==> src/rtl/pong_game_ctrl_if.sv <==
// Event/control bundle between the pong game sequencer and its pixel generator.
// The slave side is the sequencer; the master side supplies frame ticks and game events.
interface pong_game_ctrl_if #(
  parameter int LIFE_BITS  = 2,
  parameter int SCORE_BITS = 8
);
  logic                  refresh_tick;
  logic                  start;
  logic                  hit;
  logic                  miss;
  logic                  ball_reset;
  logic                  ball_en;
  logic                  game_over;
  logic [SCORE_BITS-1:0] score;
  logic [LIFE_BITS-1:0]  lives_left;
  logic [1:0]            state;

  modport master (
    output refresh_tick, start, hit, miss,
    input  ball_reset, ball_en, game_over, score, lives_left, state
  );

  modport slave (
    input  refresh_tick, start, hit, miss,
    output ball_reset, ball_en, game_over, score, lives_left, state
  );
endinterface

==> src/rtl/pong_game_ctrl.sv <==
// Frame-rate pong game sequencer: idle/serve/play/over, score and lives bookkeeping.
// Every output comes straight from a register; nothing is combinational from inputs.
module pong_game_ctrl #(
  parameter int LIVES              = 3,
  parameter int LIFE_BITS          = 2,
  parameter int SCORE_BITS         = 8,
  parameter int SERVE_DELAY_FRAMES = 60,
  parameter int OVER_HOLD_FRAMES   = 120,
  parameter int TIMER_BITS         = 8
) (
  input  logic clk,
  input  logic reset,
  pong_game_ctrl_if.slave bus
);

  typedef enum logic [1:0] {
    ST_IDLE  = 2'd0,
    ST_SERVE = 2'd1,
    ST_PLAY  = 2'd2,
    ST_OVER  = 2'd3
  } state_t;

  localparam logic [LIFE_BITS-1:0]  LIVES_INIT = LIFE_BITS'(LIVES);
  localparam logic [LIFE_BITS-1:0]  LIFE_ONE   = LIFE_BITS'(1);
  localparam logic [LIFE_BITS-1:0]  LIFE_ZERO  = {LIFE_BITS{1'b0}};
  localparam logic [TIMER_BITS-1:0] SERVE_LOAD = TIMER_BITS'(SERVE_DELAY_FRAMES);
  localparam logic [TIMER_BITS-1:0] OVER_LOAD  = TIMER_BITS'(OVER_HOLD_FRAMES);
  localparam logic [TIMER_BITS-1:0] TIMER_ONE  = TIMER_BITS'(1);
  localparam logic [TIMER_BITS-1:0] TIMER_ZERO = {TIMER_BITS{1'b0}};
  localparam logic [SCORE_BITS-1:0] SCORE_MAX  = {SCORE_BITS{1'b1}};
  localparam logic [SCORE_BITS-1:0] SCORE_ONE  = SCORE_BITS'(1);
  localparam logic [SCORE_BITS-1:0] SCORE_ZERO = {SCORE_BITS{1'b0}};

  state_t                state_r;
  logic [TIMER_BITS-1:0] timer_r;
  logic [SCORE_BITS-1:0] score_r;
  logic [LIFE_BITS-1:0]  lives_r;
  logic                  start_d_r;
  logic [2:0]            outs_r;     // {ball_reset, ball_en, game_over}
  logic                  start_pe_s;

  // Saturating score increment.
  function automatic logic [SCORE_BITS-1:0] sat_inc(input logic [SCORE_BITS-1:0] v);
    if (v == SCORE_MAX) begin
      sat_inc = v;
    end else begin
      sat_inc = v + SCORE_ONE;
    end
  endfunction

  // Output decode for a state, loaded together with the state so outputs stay registered.
  function automatic logic [2:0] decode(input state_t s);
    case (s)
      ST_IDLE:  decode = 3'b100;
      ST_SERVE: decode = 3'b100;
      ST_PLAY:  decode = 3'b010;
      ST_OVER:  decode = 3'b101;
      default:  decode = 3'b100;
    endcase
  endfunction

  assign start_pe_s = bus.start & ~start_d_r;

  // Game sequencer: state, frame timer, score, lives and start-edge register.
  always_ff @(posedge clk or posedge reset) begin
    if (reset) begin
      state_r   <= ST_IDLE;
      outs_r    <= 3'b100;
      timer_r   <= TIMER_ZERO;
      score_r   <= SCORE_ZERO;
      lives_r   <= LIVES_INIT;
      start_d_r <= 1'b0;
    end else begin
      start_d_r <= bus.start;
      case (state_r)
        ST_IDLE: begin
          if (start_pe_s) begin
            state_r <= ST_SERVE;
            outs_r  <= decode(ST_SERVE);
            score_r <= SCORE_ZERO;
            lives_r <= LIVES_INIT;
            timer_r <= SERVE_LOAD;
          end
        end
        ST_SERVE: begin
          if (bus.refresh_tick) begin
            timer_r <= timer_r - TIMER_ONE;
            if (timer_r == TIMER_ONE) begin
              state_r <= ST_PLAY;
              outs_r  <= decode(ST_PLAY);
            end
          end
        end
        ST_PLAY: begin
          // A miss takes priority; a coincident hit is discarded.
          if (bus.miss) begin
            if (lives_r > LIFE_ONE) begin
              lives_r <= lives_r - LIFE_ONE;
              state_r <= ST_SERVE;
              outs_r  <= decode(ST_SERVE);
              timer_r <= SERVE_LOAD;
            end else begin
              lives_r <= LIFE_ZERO;
              state_r <= ST_OVER;
              outs_r  <= decode(ST_OVER);
              timer_r <= OVER_LOAD;
            end
          end else if (bus.hit) begin
            score_r <= sat_inc(score_r);
          end
        end
        ST_OVER: begin
          if (bus.refresh_tick) begin
            timer_r <= timer_r - TIMER_ONE;
            if (timer_r == TIMER_ONE) begin
              state_r <= ST_IDLE;
              outs_r  <= decode(ST_IDLE);
            end
          end
        end
        default: begin
          state_r <= ST_IDLE;
          outs_r  <= decode(ST_IDLE);
        end
      endcase
    end
  end

  assign bus.ball_reset = outs_r[2];
  assign bus.ball_en    = outs_r[1];
  assign bus.game_over  = outs_r[0];
  assign bus.score      = score_r;
  assign bus.lives_left = lives_r;
  assign bus.state      = state_r;

endmodule

==> src/flat_wrapper.sv <==
// flat-port wrapper written by rule: the top's interface ports become plain ports
module pong_game_ctrl_flat 
#(
  parameter int LIVES              = 3,
  parameter int LIFE_BITS          = 2,
  parameter int SCORE_BITS         = 8,
  parameter int SERVE_DELAY_FRAMES = 60,
  parameter int OVER_HOLD_FRAMES   = 120,
  parameter int TIMER_BITS         = 8
)
  (clk, reset, bus_refresh_tick, bus_start, bus_hit, bus_miss, bus_ball_reset, bus_ball_en, bus_game_over, bus_score, bus_lives_left, bus_state);
  pong_game_ctrl_if #(.LIFE_BITS(LIFE_BITS), .SCORE_BITS(SCORE_BITS)) bus_i ();
  input  logic clk;
  input  logic reset;
  input wire logic [$bits(bus_i.refresh_tick)-1:0] bus_refresh_tick;
  input wire logic [$bits(bus_i.start)-1:0] bus_start;
  input wire logic [$bits(bus_i.hit)-1:0] bus_hit;
  input wire logic [$bits(bus_i.miss)-1:0] bus_miss;
  output wire logic [$bits(bus_i.ball_reset)-1:0] bus_ball_reset;
  output wire logic [$bits(bus_i.ball_en)-1:0] bus_ball_en;
  output wire logic [$bits(bus_i.game_over)-1:0] bus_game_over;
  output wire logic [$bits(bus_i.score)-1:0] bus_score;
  output wire logic [$bits(bus_i.lives_left)-1:0] bus_lives_left;
  output wire logic [$bits(bus_i.state)-1:0] bus_state;
  assign bus_i.refresh_tick = bus_refresh_tick;
  assign bus_i.start = bus_start;
  assign bus_i.hit = bus_hit;
  assign bus_i.miss = bus_miss;
  assign bus_ball_reset = bus_i.ball_reset;
  assign bus_ball_en = bus_i.ball_en;
  assign bus_game_over = bus_i.game_over;
  assign bus_score = bus_i.score;
  assign bus_lives_left = bus_i.lives_left;
  assign bus_state = bus_i.state;
  pong_game_ctrl #(.LIVES(LIVES), .LIFE_BITS(LIFE_BITS), .SCORE_BITS(SCORE_BITS), .SERVE_DELAY_FRAMES(SERVE_DELAY_FRAMES), .OVER_HOLD_FRAMES(OVER_HOLD_FRAMES), .TIMER_BITS(TIMER_BITS)) u_core (.clk(clk), .reset(reset), .bus(bus_i));
endmodule
==> config.mk <==
export PLATFORM = sky130hd
export DESIGN_NAME = pong_game_ctrl_flat
export DESIGN_NICKNAME = d
export VERILOG_FILES = /design/src/rtl/pong_game_ctrl_if.sv /design/src/rtl/pong_game_ctrl.sv /design/src/flat_wrapper.sv
export SDC_FILE = /design/constraint.sdc
export NUM_CORES = 1
export LEC_CHECK = 0
export CAP_MARGIN = 20
export CORE_ASPECT_RATIO = 1.2
export CORE_UTILIZATION = 55
export CTS_BUF_LIST = sky130_fd_sc_hd__clkbuf_8
export CTS_CLUSTER_DIAMETER = 30
export CTS_CLUSTER_SIZE = 28
export DETAILED_ROUTE_END_ITERATION = 10
export PLACE_DENSITY = 0.76
export SLEW_MARGIN = 20
export SYNTH_ARGS = -nofsm -noshare
export SYNTH_HDL_FRONTEND = slang
export SYNTH_SLANG_ARGS = --single-unit
==> constraint.sdc <==
create_clock -name clk -period 2.2 [get_ports clk]
set_input_delay 0.33 -clock clk [delete_from_list [all_inputs] [get_ports clk]]
set_output_delay 0.33 -clock clk [all_outputs]
set_load 0.01 [all_outputs]
==> results of run 1 <==
[worst min path at each step]
stage | start | endpoint | slack, ns | cells past startpoint
2_1_floorplan | reset | u_core.bus.score[0] | 0.34 | 1
3_3_place_gp | u_core.outs_r[2] | u_core.outs_r[2] | 0.48 | 2
3_5_place_dp | u_core.outs_r[1] | u_core.outs_r[1] | 0.50 | 1
4_1_cts | reset | u_core.timer_r[1] | 0.41 | 3
5_1_grt | reset | u_core.timer_r[1] | 0.47 | 3
6_report | reset | u_core.timer_r[1] | 0.40 | 3
[cell type report]
class	count	area, sq um	area share, %
Clock buffer	3	41.3	2.22
Clock inverter	1	3.75	0.202
Inverter	11	41.3	2.22
Multi-Input combinational cell	126	870	46.7
Sequential cell	24	604	32.5
Tap cell	33	41.3	2.22
Timing Repair Buffer	28	260	14.0
[through the flow]
stage	utilization, %	power, mW	instance area, sq um	setup slack [ns]
6_report	72.2	2.36	1860	0.0961
3_3_place_gp	69.9	2.00	1800	0.121
4_1_cts	71.7	2.32	1850	0.156
3_5_place_dp	69.9	2.05	1800	0.100
2_1_floorplan	-	1.60	1530	0.244
5_1_grt	72.2	2.54	1860	0.000800
[registers in the layout (all words and copies together) (netlist names)]
name and count:
u_core.bus.score 8, u_core.timer_r 8, u_core.outs_r 3, u_core.bus.lives_left 2, u_core.bus.state 2, u_core.start_d_r 1
[report_power, final]
part | internal, mW | switching (mW) | total [mW]
clock network | 0.125 | 0.138 | 0.263
logic | 0.627 | 0.736 | 1.36
registers | 0.597 | 0.136 | 0.733
total | 1.35 | 1.01 | 2.36
[kinds of logic after synthesis]
| logic type | after synthesis |
|---|---|
| muxes | 3 |
| DFF | 24 |
| and+or+nand+nor | 64 |
| adders and majority gates | 8 |
| buffers and inverters | 17 |
| AOI/OAI and AO/OA | 51 |
[per-layer routing]
metal	up-vias	part of all wire, %	GRT usage, %
li1	668	-	-
met1	654	45	28.1
met2	22	53	48.4
met3	2	1.6	2.54
met4	0	0.56	9.39
met5	-	0	0
[repair_timing]
action | CTS | global route
buffers inserted | 0 | 0
resized for setup | 0 | 2
endpoints found under the hold margin | 0 | 0
endpoints found under the setup margin | 0 | 2
[layout by cell type, fill, tap and decap left out, types with 3 or more instances in the layout]
cell and n:
and3_1 4, nand2b_1 4, nor2b_1 3, dfstp_2 3
nand2_1 12, nor2_1 8, nand4_1 3, nor3_1 3
nand3b_1 5, clkbuf_8 3, dfrtp_1 21, nand3_1 4
buf_4 8, a21o_1 4, ha_1 8, inv_1 12
clkdlybuf4s50_1 20, a21oi_1 11, a31oi_1 5, o21ai_0 12
[worst reg2reg max path: cells and delay by family (launching register included)]
| kind | cells | cell delay (ns) |
|---|---|---|
| AND/OR/NAND/NOR | 2 | 0.96 |
| adder cells (fa/ha/maj) | 1 | 0.37 |
| buffers and inverters | 1 | 0.14 |
| AO/OA/AOI/OAI | 1 | 0.07 |
| flip-flops | 1 | 0.49 |
==> reports/metrics.yaml, run 1 <==
cts:
  clkTransAtPathRegs_ns: 0.09
  cts_buffer_depth: 2
  cts_buffers: 3
  cts_sinks: 24
  tritoncts: "yes"
  root_buffer: "clkbuf_8"
  htreeDepth: 1
  insertion_delay_ns: 0.27
  cts_hold_buf: 0
synthesis:
  synth_cells: 167
  synth_compound_area_share_pct: 22.3
  synth-xor-area-share_pct: 0
  yosysUniqueCellTypes: 52
  synth_top_family_by_area: "simple AND/OR/NAND/NOR gates"
  syn_nets: 181
  synthTopCellsByCount: "21 x dfrtp_1, 12 x nand2_1, 12 x o21ai_0, 11 x a21oi_1, 11 x inv_1"
  synth_top_area_share_pct: 34.4
  synthTopCellsByArea: "dfrtp_1 34%, ha_1 6.5%, dfstp_2 5.2%"
  yosysWarnings: 0
  ys_seq_elements: 24
  async_reset_ff_share_pct: 100
  synth_adder_area_share_pct: 6.55
  ys_seq_area_share_pct: 39.5
  synth_most_common_cell: "dfrtp_1"
  syn_area_sq_mm: 0.00153
  synthMuxAreaShare_pct: 2.05
  synth_edf_count: 0
  syn_avg_cell_area_sq_um: 9.16
  synth_top_cell_by_area: "dfrtp_1"
  synth_top_flop_cell: "dfrtp_1"
  yosys.area_share.simple_pct: 25.0
placement:
  dp.cells: 222
  gp_congestion: 0.900
  hpwl_mm: 2.52
  io_buffer_count: 20
setup_path:
  startpoint: "u_core.bus.state[1]"
  worst-path-stages: 5
  rr_worst_depth: 5
  cp-start-kind: "register"
  critPathRequiredTime_ns: 2.40
  critPathCaptureType: "register"
  crit_slowest_cell: "or4b_4"
  worstReg2RegEnd: "u_core.timer_r[7]"
  path_cells: "inv_1 > ha_1 > or4b_4 > or3_1 > o21ai_1"
  critical_path_buf_inv_count: 1
  cp-endpoint: "u_core.timer_r[7]"
  cp.arrival_ns: 2.30
  critical_path_class: "reg -> reg"
  crit_fanout: 13
  r2r_start: "u_core.bus.state[1]"
  reg2reg_slack_ns: 0.1
  cp_top_family: "simple AND/OR/NAND/NOR gates"
  max_stage_delay_ns: 0.61
layout:
  fin_cells: 226
  nNetsFinal: 208
  antenna_cells: 0
  area_growth_syn_to_layout_pct: 21.8
  n_fill_cell: 201
  drive_gt1_share_pct: 13.5
floorplanning:
  start_util_pct: 59.3
  std_cell_rows: 20
  core_sq_mm: 0.00258
  die_area_sq_mm: 0.00300
  die_height_um: 59.8
  ioPinCount: 21
  die_w_um: 50.1
grt:
  grt_pass1_wl_mm: 5.66
  antenna_found_initial: 0
  grt_use_total_pct: 25.1
  grt_start_max_net_pins: 25
  overflow: 0
  grt_pass1_vias: 1298
power:
  power_leakage_nw: 0.806
  ir_drop_uv: 718
  power-per-cell-area_mw_per_mm2: 1270
routing:
  ant_nets: 0
  dr.pass1.iters: 5
  vias: 1346
  routed_via_density: 5.96
  wire_per_inst_um: 15.0
  drc: 0
  drt_iter0_drc: 50
  routed_wl_mm: 3.39
flow_run:
  max_cap_viol_count: 0
sta:
  skew_ns: 0.00766
  maxSlewHeadroom_pct: 55.3
  worstMarginPinSlew_ns: 0.667
  max_freq_mhz: 475
  final-max-slew-violation-count: 0
  setup_tns_ns: 0
  whs_ns: 0.404
  rsz0062_at_grt: "yes"
  post-route-min-period_ns: 2.10
  finalCritPeriodShare_pct: 95.6
  setup_violations: 0
  hold_viol_final: 0
hold_path:
  worstHoldPathType: "in -> async"
run_status:
  status: "complete, no violations"
Power figures use the tool's default switching activity.
==> run 2: changes to the inputs <==
CTS_CLUSTER_SIZE = unset   (was 28)
TNS_END_PERCENT = 1   (was unset)
==> results of run 2 <==
No change in the layout: final DEF, timing and power equal those of run 1.
